===== config.mk =====
export PLATFORM = sky130hd
export DESIGN_NAME = gfx_fb_arbiter
export DESIGN_NICKNAME = d
export VERILOG_FILES = /design/src/rtl/gfx_fb_arbiter.sv
export SDC_FILE = /design/constraint.sdc
export NUM_CORES = 1
export LEC_CHECK = 0
export CORE_MARGIN = 4
export CORE_UTILIZATION = 36
export CTS_BUF_LIST = sky130_fd_sc_hd__clkbuf_16
export DETAILED_ROUTE_END_ITERATION = 12
export PLACE_DENSITY = 0.94
export SKIP_LAST_GASP = 1
export SYNTH_ARGS = -nofsm -noshare
export SYNTH_HDL_FRONTEND = slang
export SYNTH_SLANG_ARGS = --single-unit

===== constraint.sdc =====
create_clock -name clk -period 2.83 [get_ports clk]
set_input_delay 0.849 -clock clk [delete_from_list [all_inputs] [get_ports clk]]
set_output_delay 0.849 -clock clk [all_outputs]
set_load 0.05 [all_outputs]

===== src/rtl/gfx_fb_arbiter.sv =====
// Framebuffer arbiter: merges pattern-generator writes and display reads into one registered SRAM command stream.
// Optional writer starvation guard enabled by defining FB_ARB_STARVE_GUARD_EN.
module gfx_fb_arbiter #(
  parameter int unsigned ADDR_WIDTH   = 20,
  parameter int unsigned DATA_WIDTH   = 16,
  parameter int unsigned RD_BURST_MAX = 8
) (
  input  logic                  clk,
  input  logic                  reset,
  input  logic                  wr_valid,
  output logic                  wr_ready,
  input  logic [ADDR_WIDTH-1:0] wr_addr,
  input  logic [DATA_WIDTH-1:0] wr_data,
  input  logic                  rd_valid,
  output logic                  rd_ready,
  input  logic [ADDR_WIDTH-1:0] rd_addr,
  output logic                  rd_data_valid,
  output logic [DATA_WIDTH-1:0] rd_data,
  output logic                  m_valid,
  input  logic                  m_ready,
  output logic                  m_we,
  output logic [ADDR_WIDTH-1:0] m_addr,
  output logic [DATA_WIDTH-1:0] m_wdata,
  input  logic                  m_rdata_valid,
  input  logic [DATA_WIDTH-1:0] m_rdata
);

  typedef enum logic {IDLE, BUSY} state_t;

  state_t                state, state_nxt;
  logic                  we_nxt;
  logic [ADDR_WIDTH-1:0] addr_nxt;
  logic [DATA_WIDTH-1:0] wdata_nxt;
  logic                  can_accept;
  logic                  sel_wr;
  logic                  sel_rd;
  logic                  starved;

`ifdef FB_ARB_STARVE_GUARD_EN
  localparam int unsigned CNT_W = $clog2(RD_BURST_MAX + 1);

  logic [CNT_W-1:0] streak, streak_nxt;

  // Reads granted back-to-back while the writer waits; saturates at the limit because the writer then wins.
  assign starved = (streak == CNT_W'(RD_BURST_MAX));

  always_comb begin
    streak_nxt = streak;
    if (wr_ready || !wr_valid) begin
      streak_nxt = '0;
    end else if (rd_ready) begin
      streak_nxt = streak + CNT_W'(1);
    end
  end

  always_ff @(posedge clk) begin
    if (reset) begin
      streak <= '0;
    end else begin
      streak <= streak_nxt;
    end
  end
`else
  assign starved = 1'b0;
`endif

  // The command slot frees up when idle or when the held command is taken this cycle.
  assign can_accept = !reset && ((state == IDLE) || m_ready);
  assign sel_wr     = wr_valid && (!rd_valid || starved);
  assign sel_rd     = rd_valid && !sel_wr;
  assign wr_ready   = can_accept && sel_wr;
  assign rd_ready   = can_accept && sel_rd;

  assign m_valid       = (state == BUSY);
  assign rd_data_valid = m_rdata_valid;
  assign rd_data       = m_rdata;

  always_comb begin
    state_nxt = state;
    we_nxt    = m_we;
    addr_nxt  = m_addr;
    wdata_nxt = m_wdata;

    case (state)
      IDLE:    if (wr_ready || rd_ready) state_nxt = BUSY;
      BUSY:    if (m_ready && !(wr_ready || rd_ready)) state_nxt = IDLE;
      default: state_nxt = IDLE;
    endcase

    if (wr_ready) begin
      we_nxt    = 1'b1;
      addr_nxt  = wr_addr;
      wdata_nxt = wr_data;
    end else if (rd_ready) begin
      we_nxt    = 1'b0;
      addr_nxt  = rd_addr;
      wdata_nxt = '0;
    end
  end

  always_ff @(posedge clk) begin
    if (reset) begin
      state   <= IDLE;
      m_we    <= 1'b0;
      m_addr  <= '0;
      m_wdata <= '0;
    end else begin
      state   <= state_nxt;
      m_we    <= we_nxt;
      m_addr  <= addr_nxt;
      m_wdata <= wdata_nxt;
    end
  end

endmodule


==> flow_summary.json, run 1 <==
{
  "dr.first_iter.drc_count": 59,
  "antenna_found_initial": 0,
  "place_ws_ns": 0.0275,
  "rows": 25,
  "ys_ff_latch": 38,
  "drive_above_1_share": 0.0964,
  "critical_path_required_ns": 1.98,
  "cts_root_buf": "clkbuf_16",
  "reg2reg_slack_ns": 1.56,
  "path_clk_slew_ns": 0.06,
  "numPortBuffers": 100,
  "fin_cells": 347,
  "hold_end": "m_addr[0]",
  "place_hpwl_um": 3980,
  "gr-usage-met1": 0.222,
  "io_pins": 135,
  "cts_tree": "built",
  "total_power_mw": 1.72,
  "fmax_mhz": 364,
  "syn_nets": 276,
  "h-tree-depth": 2,
  "gr-max-usage-layer": "met2",
  "grt_pass1_vias": 1812,
  "final_util": 0.613,
  "worstPathArrival_ns": 1.90,
  "status": "finished, final reports clean",
  "path_max_fanout": 4,
  "numPlacedInstances": 339,
  "finalSetupViolCount": 0,
  "ir_drop_v": 0.000396,
  "clock-sinks": 38,
  "drt-pass1-iter-count": 4,
  "totalNegativeSetupSlack_ns": 0,
  "period_share": 0.971,
  "hold_violations": 0,
  "grt_pass1_wl_um": 9050,
  "fp.dieH_um": 78.3,
  "r2r_cells": 4,
  "core_area_um2": 4750,
  "whs_ns": 0.472,
  "syn_area_um2": 1780,
  "start_kind": "input pin",
  "postCtsSetupBuffers": 0,
  "final_area_um2": 2910,
  "synthTopCellsByArea": "dfxtp_1, o221a_1, buf_4",
  "drc": 0,
  "vias_per_cell": 5.21,
  "start_util": 0.374,
  "yosysSeqAreaShare": 0.428,
  "reg2reg_to": "m_addr[5]",
  "maxSlewHeadroom": 0.653,
  "leakagePower_nw": 1.13,
  "n_antenna_cell": 0,
  "min_period_ns": 2.75,
  "slew_viol_final": 0,
  "worstSetupPathType": "input pin to primary output",
  "finClkSkew_ns": 0.00244,
  "worstHoldStart": "m_addr[0]",
  "vias": 1807,
  "grt_overflow_total": 0,
  "yosys_warnings": 0,
  "synthCells": 198,
  "use_met3": 0.0642,
  "grt_max_degree": 38,
  "tightest_slew_ns": 0.518,
  "placed_cell_area_um2": 2720,
  "area_growth_pct": 63.9,
  "worstSetupEndpointType": "primary output",
  "cts.path.max_buffers": 2,
  "routabilityCongestion": 0.700,
  "min_path_cells": 2,
  "cap_viol_max_count": 0,
  "antenna_left": 0,
  "pwr_density_cell_nw_per_um2": 591,
  "layout_setup_ws_ns": 0.0812,
  "synth_area_leader_cell": "dfxtp_1",
  "fill_cells": 413,
  "dieArea_um2": 6130,
  "hold_path.class": "flop to flop",
  "grt_use_met2": 0.313,
  "final_nets": 357,
  "syn_area_per_cell_um2": 8.98,
  "r2r-start": "m_valid",
  "drt-total-wl_um": 5640,
  "die_w_um": 78.3,
  "yosys.area.top_type_share": 0.428,
  "clk_latency_ns": 0.28,
  "routedWlPerCell_um": 16.3,
  "rsz0062_at_grt": "no",
  "synth_cell_types": 23,
  "gr-usage-all-layers": 0.187,
  "cts_buffers": 5
}
logic make-up after synthesis:
kind of cell	share of synthesized area
buffers and inverters	0.187
DFF	0.428
AOI/OAI and AO/OA	0.300
and+or+nand+nor	0.0852
sequential cells by signal (all words and copies together) (netlist names):
name     flops
m_addr      20
m_wdata     16
m_valid      1
m_we         1
cell usage after synthesis:
cell,count
dfxtp_1,38
inv_1,22
a31oi_1,19
buf_4,19
o221a_1,19
a21oi_1,18
nand3_1,16
o21ai_0,10
buf_2,7
o21ai_1,7
clkbuf_1,6
buf_6,4
nor2_1,2
nor2_4,2
a211oi_1,1
a221oi_1,1
a22o_1,1
clkbuf_2,1
nand2_1,1
nand2_4,1
nand2b_1,1
nor2b_1,1
nor2b_4,1
layer usage:
layer  vias to the layer above  share of wire
li1                        852              -
met1                       848           0.42
met2                        90           0.48
met3                        17          0.086
met4                         0          0.021
met5                         -              0
where the power goes:
group	total [mW]	switching (mW)	internal, mW
logic	0.419	0.234	0.185
registers	0.590	0.0188	0.571
clock network	0.714	0.212	0.502
total	1.72	0.465	1.26
critical path, stage by stage:
cell and delay, ns:
clkdlybuf4s50_1 0.48, nand2b_2 0.18, nand2_1 0.08, nor2_2 0.15, buf_12 0.16
cell type report:
class,instances,area (µm²),area share
clock buffers,5,125,0.0429
inverters,22,82.6,0.0283
clock inverters,3,63.8,0.0219
repair buffers,111,1110,0.380
flip-flops and latches,38,761,0.261
well taps,67,83.8,0.0288
multi-input cells,101,692,0.237
repair_timing:
action	CTS	global route
hold buffers	0	0
resized for setup	0	1
endpoints found under the setup margin	0	1
layout by cell type, fill, tap and decap left out, types with 5 or more instances in the layout:
master	instances
o21ai_0	10
clkbuf_16	5
a31oi_1	19
nand3_1	16
dfxtp_1	38
a21oi_1	18
inv_1	22
buf_4	11
o221a_1	19
clkdlybuf4s50_1	97
o21ai_1	7
worst max-delay path by stage:
| stage | from | to | slack [ns] | depth (start not counted) |
|---|---|---|---|---|
| global placement | rd_valid | wr_ready | 0.05 | 5 |
| floorplan | rd_valid | wr_ready | 0.16 | 6 |
| global route | m_ready | rd_ready | 0.02 | 5 |
| finish | m_ready | rd_ready | 0.08 | 5 |
| CTS | rd_valid | wr_ready | 0.03 | 5 |
| detailed placement | rd_valid | wr_ready | 0.03 | 5 |
Note: power is estimated with default switching activity, not from simulation.
==> run 2: changes to the inputs <==
--- a/config.mk
+++ b/config.mk
@@ -9,7 +9,7 @@
 export CORE_UTILIZATION = 36
 export CTS_BUF_LIST = sky130_fd_sc_hd__clkbuf_16
 export DETAILED_ROUTE_END_ITERATION = 12
-export PLACE_DENSITY = 0.94
+export PLACE_DENSITY = 0.87
 export SKIP_LAST_GASP = 1
 export SYNTH_ARGS = -nofsm -noshare
 export SYNTH_HDL_FRONTEND = slang
==> run 2 against run 1 <==
Net effect:
- clock skew down 0.00089 ns
- wire length down 5.1%
- die area unchanged
- fmax down 0.57%
- critical path type unchanged
==> flow_summary.json, run 2 (synthesis gave the netlist of run 1 again) <==
{
  "status": "finished, final reports clean",
  "place_hpwl_um": 3930,
  "antenna_left": 0,
  "grt_pass1_wl_um": 8610,
  "path_clk_slew_ns": 0.05,
  "rows": 25,
  "worstSetupEndpointType": "primary output",
  "r2r_cells": 4,
  "seqPwrFrac": 0.392,
  "worstSetupPathType": "input pin to primary output",
  "startpoint": "rd_valid",
  "largest_register_ffs": 20,
  "crit_family": "buffers and inverters",
  "reg2reg_slack_ns": 1.49,
  "finClkSkew_ns": 0.00155,
  "postCtsSetupBuffers": 0,
  "fmax_mhz": 362,
  "dr.first_iter.drc_count": 77,
  "final_util": 0.597,
  "fp.dieH_um": 78.3,
  "vias_per_cell": 5.10,
  "seq_area_um2": 761,
  "place_ws_ns": 0.0441,
  "crit_cells": 5,
  "hold_violations": 0,
  "crit_chain": "clkdlybuf4s50_1 > nor2b_4 > nand2_4 > nor2_2 > buf_12",
  "switchingPower_mw": 0.437,
  "n_antenna_cell": 0,
  "rsz0062_at_grt": "no",
  "h-tree-depth": 2,
  "leakagePower_nw": 1.09,
  "slew_viol_final": 0,
  "p_comb_frac": 0.275,
  "routedWlPerCell_um": 15.6,
  "multiInputGateArea_um2": 692,
  "start_kind": "input pin",
  "cp_num_buf_inv": 2,
  "total_power_mw": 1.51,
  "numPortBuffers": 100,
  "grt_max_degree": 41,
  "final_common_cell": "clkdlybuf4s50_1",
  "layout_setup_ws_ns": 0.0654,
  "antenna_found_initial": 0,
  "clock-sinks": 38,
  "reg2reg_to": "m_addr[0]",
  "r2r-start": "m_valid",
  "drt-total-wl_um": 5350,
  "clkPwrFrac": 0.333,
  "drt-pass1-iter-count": 4,
  "hold_path.class": "flop to flop",
  "final_nets": 355,
  "largestRegisters": "m_addr: 20 flops, m_wdata: 16 flops",
  "sw_frac_of_total": 0.290,
  "path_max_fanout": 3,
  "crit_end": "wr_ready",
  "vias": 1753,
  "period_share": 0.977,
  "worstPathArrival_ns": 1.92,
  "drive_above_1_share": 0.0830,
  "dieArea_um2": 6130,
  "routabilityCongestion": 0.761,
  "crit_slowest_cell": "clkdlybuf4s50_1",
  "cts_root_buf": "clkbuf_16",
  "ir_drop_v": 0.000401,
  "maxSlewHeadroom": 0.652,
  "cts_buffers": 5,
  "gr-usage-all-layers": 0.175,
  "core_area_um2": 4750,
  "cellInternalPower_mw": 1.07,
  "cap_viol_max_count": 0,
  "die_w_um": 78.3,
  "pwr_density_cell_nw_per_um2": 530,
  "io_pins": 135,
  "start_util": 0.374,
  "tightest_slew_ns": 0.520,
  "grt_overflow_total": 0,
  "critical_path_required_ns": 1.98,
  "finalSetupViolCount": 0,
  "cts_resized": 0,
  "cts_tree": "built",
  "fill_cells": 448,
  "largest_register": "m_addr",
  "min_period_ns": 2.76,
  "cts.path.max_buffers": 2,
  "area_growth_pct": 59.7,
  "drc": 0,
  "grt_pass1_vias": 1716,
  "clk_latency_ns": 0.27,
  "holdBufCountCts": 0,
  "final_cell_mix": "clkdlybuf4s50_1, dfxtp_1, inv_1",
  "critical_path.max_stage_delay_ns": 0.53,
  "totalNegativeSetupSlack_ns": 0
}
==> run 2: power groups by stage <==
stage	Clock (mW)	Sequential [mW]	Combinational (mW)
final	0.501	0.591	0.414
after global routing	0.549	0.596	0.437
after CTS	0.517	0.591	0.417
after detailed placement	0	0.602	0.416
after global placement	0	0.600	0.410
after floorplan	0	0.724	0.175
==> run 2: worst min-delay path by stage <==
| stage | startpoint | end | slack [ns] | cells past startpoint |
|---|---|---|---|---|
| 2_1_floorplan | m_addr[0] | m_addr[0] | 0.68 | 2 |
| 3_3_place_gp | m_wdata[0] | m_wdata[0] | 0.46 | 2 |
| 3_5_place_dp | m_addr[0] | m_addr[0] | 0.47 | 2 |
| 4_1_cts | m_wdata[4] | m_wdata[4] | 0.48 | 2 |
| 5_1_grt | m_wdata[10] | m_wdata[10] | 0.50 | 2 |
| 6_report | m_wdata[4] | m_wdata[4] | 0.47 | 2 |
==> run 2: area by class of cell <==
| class | instances | area share |
|---|---|---|
| timing repair buffer | 109 | 0.383 |
| clock buffer | 5 | 0.0441 |
| sequential | 38 | 0.268 |
| multi-input combinational | 101 | 0.244 |
| tap | 67 | 0.0295 |
| inverter | 22 | 0.0291 |
| clock inverter | 2 | 0.00264 |
==> run 2: routing by layer <==
metal | global-route usage | wire length, µm
met1 | 0.215 | 2250
met2 | 0.291 | 2510
met3 | 0.0562 | 541
met4 | 0.0559 | 44
met5 | 0 | 0
==> run 2: worst register-to-register path: stages (launching register included) <==
cell	delay, ns
dfxtp_1	0.32
nand2b_2	0.12
buf_4	0.40
o21ai_0	0.16
a221oi_1	0.24
==> run 2: per-stage QoR <==
stage / hold WS [ns] / cells / area, µm²
after detailed placement: 0.468 / 337 / 2710
after floorplan: 0.685 / 198 / 1780
after global routing: 0.500 / 344 / 2840
after global placement: 0.460 / 337 / 2710
final: 0.473 / 344 / 2840
after CTS: 0.476 / 344 / 2840
